`src/rtl/mips_fetch_pkg.sv`:
```
// Shared types for the MIPS fetch sequencer.
// Holds FSM states, error codes and the queued fetch entry.
package mips_fetch_pkg;

  typedef enum logic {
    FETCH    = 1'b0,
    HALT_ERR = 1'b1
  } fetch_state_t;

  typedef enum logic [1:0] {
    ERR_NONE     = 2'd0,
    ERR_MISALIGN = 2'd1,
    ERR_RANGE    = 2'd2
  } fetch_err_t;

  localparam logic [31:0] INSTR_BYTES = 32'd4;

  typedef struct packed {
    logic [31:0] pc;
    logic [31:0] instr;
  } fq_entry_t;

endpackage

```
`src/rtl/mips_fetch_queue.sv`:
```
// Two-entry shift FIFO of {pc, instr} with registered head.
// The head holds its last value once the queue drains.
module fetch_queue
  import mips_fetch_pkg::*;
#(
  parameter int DEPTH = 2
) (
  input  logic      clk,
  input  logic      reset_i,
  input  logic      push_i,
  input  logic      pop_i,
  input  logic      flush_i,
  input  fq_entry_t data_i,
  output logic      full_o,
  output logic      empty_o,
  output fq_entry_t head_o
);

  localparam logic [1:0] FULL_CNT = 2'(DEPTH);

  fq_entry_t  e0_q;
  fq_entry_t  e1_q;
  logic [1:0] cnt_q;
  logic       do_pop;

  assign do_pop  = pop_i && (cnt_q != 2'd0);
  assign full_o  = (cnt_q == FULL_CNT);
  assign empty_o = (cnt_q == 2'd0);
  assign head_o  = e0_q;

  always_ff @(posedge clk) begin
    if (reset_i) begin
      cnt_q <= 2'd0;
      e0_q  <= '0;
      e1_q  <= '0;
    end else if (flush_i) begin
      cnt_q <= 2'd0;
    end else begin
      case ({push_i, do_pop})
        2'b10: begin
          if (cnt_q == 2'd0) e0_q <= data_i;
          else               e1_q <= data_i;
          cnt_q <= cnt_q + 2'd1;
        end
        2'b01: begin
          if (cnt_q == 2'd2) e0_q <= e1_q;
          cnt_q <= cnt_q - 2'd1;
        end
        2'b11: begin
          if (cnt_q == 2'd1) begin
            e0_q <= data_i;
          end else begin
            e0_q <= e1_q;
            e1_q <= data_i;
          end
        end
        default: ;
      endcase
    end
  end

endmodule

```
`src/rtl/mips_fetch_ctrl.sv`:
```
// MIPS fetch sequencer: owns the PC, fetch FSM and error state,
// and feeds a 2-entry queue toward decode.
module mips_fetch_ctrl
  import mips_fetch_pkg::*;
#(
  parameter logic [31:0] RESET_PC  = 32'h0000_0000,
  parameter int          ROM_WORDS = 64,
  parameter int          QDEPTH    = 2
) (
  input  logic        clk,
  input  logic        reset,
  output logic [31:0] rom_addr,
  input  logic [31:0] rom_data,
  input  logic        redirect_valid,
  input  logic [31:0] redirect_pc,
  output logic        instr_valid,
  output logic [31:0] instr,
  output logic [31:0] instr_pc,
  input  logic        instr_ready,
  output logic [1:0]  fetch_err
);

  localparam logic [31:0] BASE  = RESET_PC & 32'hFFFF_FF00;
  localparam logic [31:0] LIMIT = 32'(ROM_WORDS) * INSTR_BYTES;

  fetch_state_t state_q;
  fetch_err_t   err_q;
  logic [31:0]  pc_q;

  logic      q_full;
  logic      q_empty;
  logic      pop;
  logic      in_range;
  logic      can_push;
  logic      flush;
  fq_entry_t q_head;
  fq_entry_t q_din;

  assign rom_addr    = pc_q;
  assign instr_valid = !q_empty;
  assign instr       = q_head.instr;
  assign instr_pc    = q_head.pc;
  assign fetch_err   = err_q;

  assign pop      = instr_valid && instr_ready;
  assign in_range = (pc_q - BASE) < LIMIT;
  assign flush    = redirect_valid;
  assign can_push = (state_q == FETCH) && in_range &&
                    !redirect_valid && (!q_full || pop);
  assign q_din    = '{pc: pc_q, instr: rom_data};

  fetch_queue #(
    .DEPTH (QDEPTH)
  ) u_queue (
    .clk     (clk),
    .reset_i (reset),
    .push_i  (can_push),
    .pop_i   (pop),
    .flush_i (flush),
    .data_i  (q_din),
    .full_o  (q_full),
    .empty_o (q_empty),
    .head_o  (q_head)
  );

  // Redirect outranks range checking so a halted core can be restarted.
  always_ff @(posedge clk) begin
    if (reset) begin
      pc_q    <= RESET_PC;
      state_q <= FETCH;
      err_q   <= ERR_NONE;
    end else if (redirect_valid) begin
      pc_q <= redirect_pc;
      if (redirect_pc[1:0] != 2'b00) begin
        state_q <= HALT_ERR;
        err_q   <= ERR_MISALIGN;
      end else begin
        state_q <= FETCH;
        err_q   <= ERR_NONE;
      end
    end else if ((state_q == FETCH) && !in_range) begin
      state_q <= HALT_ERR;
      err_q   <= ERR_RANGE;
    end else if (can_push) begin
      pc_q <= pc_q + INSTR_BYTES;
    end
  end

endmodule

```
`config.mk`:
```
export PLATFORM = sky130hd
export DESIGN_NAME = mips_fetch_ctrl
export DESIGN_NICKNAME = d
export VERILOG_FILES = /design/src/rtl/mips_fetch_pkg.sv /design/src/rtl/mips_fetch_queue.sv /design/src/rtl/mips_fetch_ctrl.sv
export SDC_FILE = /design/constraint.sdc
export NUM_CORES = 1
export LEC_CHECK = 0
export CORE_ASPECT_RATIO = 0.9
export CORE_MARGIN = 8
export CORE_UTILIZATION = 54
export CTS_BUF_LIST = sky130_fd_sc_hd__clkbuf_16
export CTS_CLUSTER_DIAMETER = 30
export DETAILED_ROUTE_END_ITERATION = 6
export PLACE_DENSITY = 0.91
export SLEW_MARGIN = 10
export SYNTH_ARGS = -nofsm -noshare
export SYNTH_HDL_FRONTEND = slang
export SYNTH_HIERARCHICAL = 1
export SYNTH_SLANG_ARGS = --single-unit
```
`constraint.sdc`:
```
create_clock -name clk -period 7 [get_ports clk]
set_clock_uncertainty 0.1 [all_clocks]
set_input_delay 0.7 -clock clk [delete_from_list [all_inputs] [get_ports clk]]
set_output_delay 0.7 -clock clk [all_outputs]
set_load 0.005 [all_outputs]
```
==> out/metrics.yaml, run 1 <==
synth:
  syn_nets: 867
  synth-main-ff-cell: "dfxtp_1"
  async_flop_share_pct: 0
  ys_ff_latch: 165
  syn_area_mm2: 0.00721
  avgSynthCellArea_um2: 9.09
  ys_types: 49
  yosysSeqAreaShare_pct: 45.8
  syn_inst: 793
  synth-edff-count: 0
  yosysWarnings: 6
sta:
  period_share_pct: 60.5
  setup_slack_ns: 2.77
  tightest_slew_ns: 1.24
  hold_violations: 0
  finalSetupTns_ns: 0
  max_freq_ghz: 0.236
  finalMaxSlewViolations: 0
  final.min_clock_period_ns: 4.23
  maxSlewHeadroom_pct: 16.8
  setup_viol: 0
  rsz0062_at_grt: "no"
clocking:
  hold_buffers: 0
  cts-resized-gates: 0
  htreeDepth: 4
  postCtsSetupRepairBufs: 0
  cts_root_buffer: "clkbuf_16"
  cts_tree: "built"
  clock_path_buffers: 2
  clock_latency_ns: 0.42
  clock_sinks: 165
  clk_pin_slew_worst_paths_ns: 0.06
  numCtsBuffers: 17
drt:
  highest_layer: "met4"
  wl_met3_um: 1550
  first_pass_iters: 5
  post_drt_wl_per_cell_um: 17.8
  via_per_inst: 5.74
  wl_met2_um: 9560
  drt-met1-wl_um: 8050
  routed_wl_um: 19600
  vias: 6286
  ant_nets: 0
  drc: 0
  drt_iter0_drc: 461
floorplanning:
  dieArea_mm2: 0.0173
  die_w_um: 138
  initial_core_util_pct: 54.6
  core_mm2: 0.0132
  num_io_pins: 167
  die_y_um: 126
  rows: 40
setup_path:
  cp-start-kind: "input pin"
  critPathArrivalTime_ns: 4.46
  cp-end-kind: "register"
  ff2ff_setup_slack_ns: 2.85
  critical_path_peak_fanout: 22
  critPathRequiredTime_ns: 7.23
  criticalPathCategory: "in -> reg"
layout:
  layout-drive-gt1-share_pct: 7.00
  utilization_pct: 69.9
  fin_nets: 989
  num_antenna_cells: 0
  design_area_mm2: 0.00924
  area_delta_synth_final_pct: 28.1
global_route:
  grt_pass1_vias: 6235
  grt_use_total_pct: 22.3
  grt_remaining_overflow: 0
  antenna_found_initial: 0
  grt_start_max_net_pins: 93
  grt_pass1_wl_um: 31300
power:
  ir_drop_uv: 226
  power.internal_w: 0.00159
  power_frac_clock_pct: 44.7
  p_seq_share_pct: 47.6
  power.total_w: 0.00205
  leakage_nw: 3.43
  powerDensity_mw_per_mm2: 221
  comb_power_share_pct: 7.6
  sw_frac_of_total_pct: 22.5
  p_sw_w: 0.000459
outcome:
  outcome: "complete, no violations"
placement:
  postPlaceCellArea_mm2: 0.00866
  dp_hpwl_um: 12500
  pre_cts_ws_ns: 2.43
  place.gp.congestion: 0.842
  io_buffer_count: 166
hold_path:
  hold_class: "reg -> reg"
flow_run:
  maxCapViolations: 0
[through the flow]
stage,hold WS [ns],cells
3_5_place_dp,0.346,1064
2_1_floorplan,0.336,793
5_1_grt,0.371,1096
3_3_place_gp,0.340,1064
6_report,0.353,1096
4_1_cts,0.354,1096
[power by group through the flow]
stage	Combinational [W]	Sequential (W)	Clock, W
floorplan	0.0000729	0.000991	0
global placement	0.000153	0.000995	0
detailed placement	0.000156	0.000995	0
CTS	0.000157	0.000974	0.000924
global route	0.000169	0.000976	0.000964
finish	0.000156	0.000975	0.000915
[flip-flops by register name, indices dropped and copies added, names as in the netlist]
signal,flops
u_queue/cnt_q,2
rom_addr,32
u_queue/head_o,64
u_queue/e1_q,64
fetch_err,2
state_q,1
[path summary, 6_finish.rpt]
path | to | cells past startpoint | from
max reg2reg | u_queue/head_o[13] | 10 | u_queue/cnt_q[0]
min reg2reg | u_queue/e1_q[37] | 2 | u_queue/e1_q[37]
max | u_queue/head_o[13] | 9 | instr_ready
min | u_queue/e1_q[37] | 2 | u_queue/e1_q[37]
[cells in the final DEF (no fill, tap or decap), types with 2 or more instances in the layout]
cell type and instances:
clkinv_2 2, nand4_1 3, and4_1 2, o21ai_0 4, a31oi_1 3, buf_4 7, inv_1 15, o2111a_1 2
nor2_1 37, a211oi_1 44, a211o_1 2, nor3_1 2, clkinv_1 2, clkinvlp_4 2, nor3b_1 2, dfxtp_1 165
nand2_1 160, ha_1 6, nor4_4 2, clkbuf_16 17, mux2i_1 69, nand3_1 27, bufinv_16 3, or4_1 2
a311oi_1 6, clkdlybuf4s50_1 164, a311oi_2 17, a21oi_1 130, nor4_1 6
[cell usage after synthesis, types with 3 or more instances]
cell type / count / area [um^2]
buf_4: 10 / 75.1
buf_2: 16 / 80.1
inv_1: 10 / 37.5
nand3_1: 28 / 140
clkbuf_4: 3 / 22.5
nand2_1: 160 / 601
nor2_1: 37 / 139
a311oi_1: 6 / 52.6
dfxtp_1: 165 / 3300
clkbuf_1: 23 / 86.3
buf_6: 12 / 135
a311oi_2: 17 / 255
buf_12: 4 / 80.1
nand4_1: 3 / 18.8
a21oi_1: 130 / 651
a211oi_1: 44 / 330
a31oi_1: 3 / 18.8
ha_1: 6 / 75.1
nor4_1: 6 / 37.5
mux2i_1: 69 / 691
o21ai_0: 4 / 20.0
[critical path, stage by stage]
cell             delay (ns)
clkdlybuf4s50_1        0.47
nor2b_1                0.51
o2111a_1               0.31
nand2_1                0.09
nor2_1                 0.44
nand2_1                0.62
nand2_1                0.79
nand2_1                0.21
a311oi_2               0.31
[final cells by class]
class	instances	area (um^2)
clock inverters	15	150
fillers	1018	3980
flip-flops and latches	165	3300
inverters	10	37.5
well taps	168	210
repair buffers	173	1710
multi-input cells	548	3400
clock buffers	17	425
[logic make-up after synthesis]
family	count (synthesis)	share of synthesized area (%)
fa+ha+maj	6	1.04
xor+xnor	1	0.122
compound gates	218	20.5
buf+inv	80	7.27
simple gates	253	15.5
mux	70	9.74
flops	165	45.8
[per-layer routing]
layer	up-vias	track usage (%)
met2	213	36.1
met4	0	9.54
met3	26	6.44
li1	3054	-
met1	2993	26.9
met5	-	0
Note: power is estimated with default switching activity, not from simulation.
==> run 2: changes to the inputs <==
CORE_UTILIZATION = 50   (was 54)
PLACE_DENSITY = 0.86   (was 0.91)
clock period = 4.4 ns   (was 7 ns; I/O delays follow)
==> run 2 against run 1 <==
Register-to-register slack worse by 2.1 ns. Core utilization down 3.4 points. First-iteration DRC count down 16%. Clock-buffer cell count unchanged. Sequential share of layout area down 0.43 points. Sequential power up 59%. Worst hold slack worse by 0.0091 ns. Critical path type is now reg -> reg. Via count down 0.21%. Global-route usage down 0.77 points. Non-clock buffer count up 7. Routed wire length up 1.4%. Clock power up 66%.
==> out/metrics.yaml, run 2 (synthesis results as in run 1) <==
outcome:
  outcome: "complete, no violations"
clocking:
  htreeDepth: 4  # unchanged
  postCtsSetupRepairBufs: 0  # unchanged
  numCtsBuffers: 17  # unchanged
  cts-resized-gates: 0  # unchanged
  clk_pin_slew_worst_paths_ns: 0.07  # about the same
  clock_sinks: 165  # unchanged
  hold_buffers: 0  # unchanged
  clock_path_buffers: 2  # unchanged
  cts_tree: "built"
  cts_root_buffer: "clkbuf_16"
  clock_latency_ns: 0.43  # about the same
layout:
  layout-drive-gt1-share_pct: 8.24  # +1.2 points
  area_delta_synth_final_pct: 29.7
  fin_nets: 996  # +0.71%
  final_common_cell: "dfxtp_1"
  final_cells: 1128  # +2.9%
  multi_input_area_mm2: 0.00340  # unchanged
  num_antenna_cells: 0  # unchanged
  final_cell_mix: "dfxtp_1 (165), clkdlybuf4s50_1 (164), nand2_1 (160)"
  regArea_mm2: 0.00330  # unchanged
  fill_cells: 1134  # +11%
floorplanning:
  core_mm2: 0.0141  # +6.4%
  die_y_um: 130  # +3.4%
  die_w_um: 143  # +3.5%
  rows: 41  # +2.5%
  dieArea_mm2: 0.0185  # +7.0%
  num_io_pins: 167  # unchanged
  initial_core_util_pct: 51.3  # -3.3 points
setup_path:
  cp_cell_sequence: "nor4_1 -> and4_1 -> nand2_1 -> nor2_1 -> o21bai_4 -> and2_2 -> buf_4 -> a311oi_1"
  cp_num_buf_inv: 1  # unchanged
  criticalPathCategory: "reg -> reg"
  cp-end-kind: "register"
  critPathRequiredTime_ns: 4.56  # -2.67 ns
  cp-start-kind: "register"
  crit_slowest_cell: "o21bai_4"
  critPathMaxStageDelay_ns: 0.55  # -0.24 ns
  critPathArrivalTime_ns: 3.78  # -0.68 ns
  critical_path_peak_fanout: 42  # +91%
  crit_family: "simple AND/OR/NAND/NOR gates"
placement:
  place.gp.congestion: 0.892  # +6.0%
  placed_cells: 1096  # +3.0%
  io_buffer_count: 166  # unchanged
  dp_hpwl_um: 12800  # +2.6%
drt:
  first_pass_iters: 5  # unchanged
  vias: 6273  # -0.21%
  drc: 0  # unchanged
  post_drt_wl_per_cell_um: 17.6  # -1.4%
  ant_nets: 0  # unchanged
  drt_iter0_drc: 387  # -16%
  via_per_inst: 5.56  # -3.0%
  routed_wl_um: 19800  # +1.4%
sta:
  finalSetupTns_ns: 0  # unchanged
  hold_violations: 0  # unchanged
  maxSlewHeadroom_pct: 28.0  # +11 points
  final.min_clock_period_ns: 3.62
  finalMaxSlewViolations: 0  # unchanged
  tightest_slew_ns: 1.08  # -0.165 ns
  max_freq_ghz: 0.276
  rsz0062_at_grt: "no"
  setup_viol: 0  # unchanged
  period_share_pct: 82.3
power:
  power.total_w: 0.00332  # +62%
  leakage_nw: 3.45  # +0.59%
  powerDensity_mw_per_mm2: 355  # +60%
  ir_drop_uv: 281  # +24%
flow_run:
  maxCapViolations: 0  # unchanged
global_route:
  grt_pass1_vias: 6121  # -1.8%
  met2_usage_pct: 35.7  # -0.43 points
  grt_start_max_net_pins: 135  # +45%
  grt_pass1_wl_um: 31800  # +1.5%
  use_met3_pct: 6.32  # -0.12 points
  use_met1_pct: 25.9  # -1.0 points
  grt_remaining_overflow: 0  # unchanged
  grt_use_total_pct: 21.5  # -0.77 points
  antenna_found_initial: 0  # unchanged
  grt_busiest_layer: "met2"
hold_path:
  hold_class: "in -> reg"
[run 2: changes by cell type in the layout (fill, tap and decap cells not counted), sizes merged]
cell,before,now
buf,9,16
clkinv,5,3
clkinvlp,2,5
inv,15,14
[run 2: worst reg2reg max path, delay by kind of cell (launching register included)]
family	cells	cell delay, ns
AND/OR/NAND/NOR	5	1.85
AO/OA/AOI/OAI	2	0.74
buffers and inverters	1	0.40
flip-flops	1	0.36
[run 2: cell type report]
type	count	area share (%)
Inverter	10	0.402
Multi-Input combinational cell	548	36.4
Clock buffer	17	4.55
Tap cell	193	2.58
Clock inverter	15	1.90
Sequential cell	165	35.3
Timing Repair Buffer	180	18.9
[run 2: layer usage]
metal | up-vias | share of wire, %
li1 | 3070 | -
met1 | 2975 | 43
met2 | 202 | 48
met3 | 26 | 7.2
met4 | 0 | 1.6
met5 | - | 0
[run 2: report_power, final]
part | total, W | internal (W) | leakage (nW) | switching, W
Clock | 0.00152 | 0.000895 | 0.279 | 0.000622
Sequential | 0.00155 | 0.00152 | 1.34 | 0.0000350
Combinational | 0.000248 | 0.000132 | 1.83 | 0.000117
[run 2: stage by stage]
step	hold slack (ns)	utilization [%]	worst slack, ns	instance area, um^2
5_1_grt	0.356	66.5	0.539	9350
2_1_floorplan	0.336	-	1.86	7210
6_report	0.344	66.5	0.779	9350
4_1_cts	0.325	66.5	0.803	9350
3_3_place_gp	0.340	62.2	0.849	8740
3_5_place_dp	0.346	62.2	0.779	8740
[run 2: worst paths after layout]
kind	startpoint	endpoint	slack [ns]	cells past startpoint
max	rom_addr[23]	u_queue/head_o[17]	0.78	8
max reg2reg	rom_addr[23]	u_queue/head_o[17]	0.78	8
min	redirect_valid	u_queue/cnt_q[1]	0.34	4
min reg2reg	u_queue/e1_q[21]	u_queue/e1_q[21]	0.35	2
==> run 3: changes to the inputs <==
clock period = 3.4 ns   (was 4.4 ns; I/O delays follow)
==> run 3 against run 2 <==
Final cell count barely moved. Die area did not move. Combinational power rose by 29%. Sequential cell count unchanged. Critical endpoint is now u_queue/head_o[23]. Register-to-register slack lost 0.34 ns.
==> out/metrics.yaml, run 3 (synthesis results as in run 1) <==
clocking:
  clk_pin_slew_worst_paths_ns: 0.06  # about the same
  postCtsSetupRepairBufs: 0  # unchanged
  htreeDepth: 4  # unchanged
  cts-resized-gates: 0  # unchanged
  clock_path_buffers: 2  # unchanged
  clock_sinks: 165  # unchanged
  cts_root_buffer: "clkbuf_16"
  clock_latency_ns: 0.42  # about the same
  cts_tree: "built"
  numCtsBuffers: 17  # unchanged
  hold_buffers: 0  # unchanged
setup_path:
  criticalPathCategory: "reg -> reg"
  cp_cell_sequence: "nor4_1 -> and4_1 -> nand2_1 -> nor2_1 -> buf_4 -> nand2_1 -> nand2_8 -> mux2i_1 -> a211oi_1"
  crit_slowest_cell: "nor4_1"
  cp-end-kind: "register"
  cp_common_cell: "nand2_1"
  critPathRequiredTime_ns: 3.61  # -0.95 ns
  cp-start-kind: "register"
  crit_family: "simple AND/OR/NAND/NOR gates"
  critPathMaxStageDelay_ns: 0.60  # +0.05 ns
  cp_num_buf_inv: 1  # unchanged
  critical_path_peak_fanout: 43  # +2.4%
  critPathArrivalTime_ns: 3.17  # -0.61 ns
power:
  ir_drop_uv: 339  # +21%
  powerDensity_mw_per_mm2: 440  # +24%
  leakage_nw: 3.45  # about the same
  power.total_w: 0.00409  # +23%
layout:
  fin_nets: 999  # +0.30%
  final_cells: 1127  # -0.089%
  num_antenna_cells: 0  # unchanged
  final_cell_mix: "dfxtp_1 (165), clkdlybuf4s50_1 (164), nand2_1 (160)"
  area_delta_synth_final_pct: 29.1
  layout-drive-gt1-share_pct: 7.60  # -0.63 points
  fill_cells: 1111  # -2.0%
  final_common_cell: "dfxtp_1"
global_route:
  antenna_found_initial: 0  # unchanged
  grt_pass1_wl_um: 31300  # -1.5%
  grt_remaining_overflow: 0  # unchanged
  grt_start_max_net_pins: 127  # -5.9%
  grt_pass1_vias: 6033  # -1.4%
  grt_use_total_pct: 21.1  # -0.45 points
flow_run:
  maxCapViolations: 0  # unchanged
floorplanning:
  initial_core_util_pct: 51.3  # unchanged
  die_y_um: 130  # unchanged
  dieArea_mm2: 0.0185  # unchanged
  rows: 41  # unchanged
  die_w_um: 143  # unchanged
  num_io_pins: 167  # unchanged
  core_mm2: 0.0141  # unchanged
drt:
  ant_nets: 0  # unchanged
  drc: 0  # unchanged
  via_per_inst: 5.62  # +1.0%
  vias: 6330  # +0.91%
  post_drt_wl_per_cell_um: 17.5  # -0.48%
  routed_wl_um: 19700  # -0.56%
  first_pass_iters: 5  # unchanged
  drt_iter0_drc: 607  # +57%
sta:
  setup_viol: 0  # unchanged
  tightest_slew_ns: 1.00  # -0.0748 ns
  finalMaxSlewViolations: 0  # unchanged
  period_share_pct: 87.2  # +4.9 points
  hold_violations: 0  # unchanged
  rsz0062_at_grt: "no"
  maxSlewHeadroom_pct: 33.2  # +5.2 points
  max_freq_ghz: 0.337  # +22%
  final.min_clock_period_ns: 2.96  # -0.656 ns
  finalSetupTns_ns: 0  # unchanged
outcome:
  outcome: "complete, no violations"
placement:
  place.gp.congestion: 0.841  # -5.8%
  dp_hpwl_um: 12600  # -1.8%
  placed_cells: 1099  # +0.27%
  io_buffer_count: 166  # unchanged
hold_path:
  hold_class: "in -> reg"
run 3: cell types whose count changed in the layout (fill, tap and decap cells not counted), sizes merged:
| cell | delta |
|---|---|
| buf | +3 |
| clkinvlp | -4 |
| clkinv | +2 |
| inv | -1 |
| bufinv | -1 |
run 3: path summary, 6_finish.rpt:
path                    start            endpoint  slack, ns  cells past startpoint
min            redirect_valid    u_queue/cnt_q[1]       0.30                      5
min reg2reg  u_queue/e1_q[24]    u_queue/e1_q[24]       0.35                      2
max              rom_addr[23]  u_queue/head_o[23]       0.44                      9
max reg2reg      rom_addr[23]  u_queue/head_o[23]       0.44                      9
run 3: per-stage QoR:
stage / hold slack [ns] / instance area, um^2 / worst slack, ns / utilization, %
2_1_floorplan: 0.313 / 7210 / 0.858 / -
3_3_place_gp: 0.340 / 8780 / 0.531 / 62.5
3_5_place_dp: 0.346 / 8780 / 0.513 / 62.5
4_1_cts: 0.286 / 9300 / 0.472 / 66.2
5_1_grt: 0.323 / 9300 / 0.194 / 66.2
6_report: 0.303 / 9300 / 0.435 / 66.2
run 3: cell type report:
cell class	count	area, um^2	share of cell area (%)
Timing Repair Buffer	183	1800	19.3
Clock buffer	17	425	4.57
Tap cell	193	241	2.60
Clock inverter	11	98.8	1.06
Inverter	10	37.5	0.403
Multi-Input combinational cell	548	3400	36.5
Sequential cell	165	3300	35.5
run 3: worst register-to-register path, stage by stage (launching register included):
cell,delay [ns]
dfxtp_1,0.34
nor4_1,0.61
and4_1,0.44
nand2_1,0.11
nor2_1,0.10
buf_4,0.16
nand2_1,0.14
nand2_8,0.40
mux2i_1,0.15
a211oi_1,0.30
run 3: where the power goes:
| part | switching (W) | total [W] | internal, W | leakage [nW] |
|---|---|---|---|---|
| Clock | 0.000720 | 0.00176 | 0.00104 | 0.264 |
| Sequential | 0.0000451 | 0.00201 | 0.00196 | 1.34 |
| Combinational | 0.000151 | 0.000321 | 0.000171 | 1.85 |
run 3: metal layers:
metal  track usage (%)  routed length [um]  share of wire, %  vias to the layer above
met5                 0                   0                 0                        -
met4              6.49                 270               1.4                        0
met3              6.83                1770               9.0                       20
met2              35.4                9530                48                      232
met1              25.2                8150                41                     3002
li1                  -                   -                 -                     3076
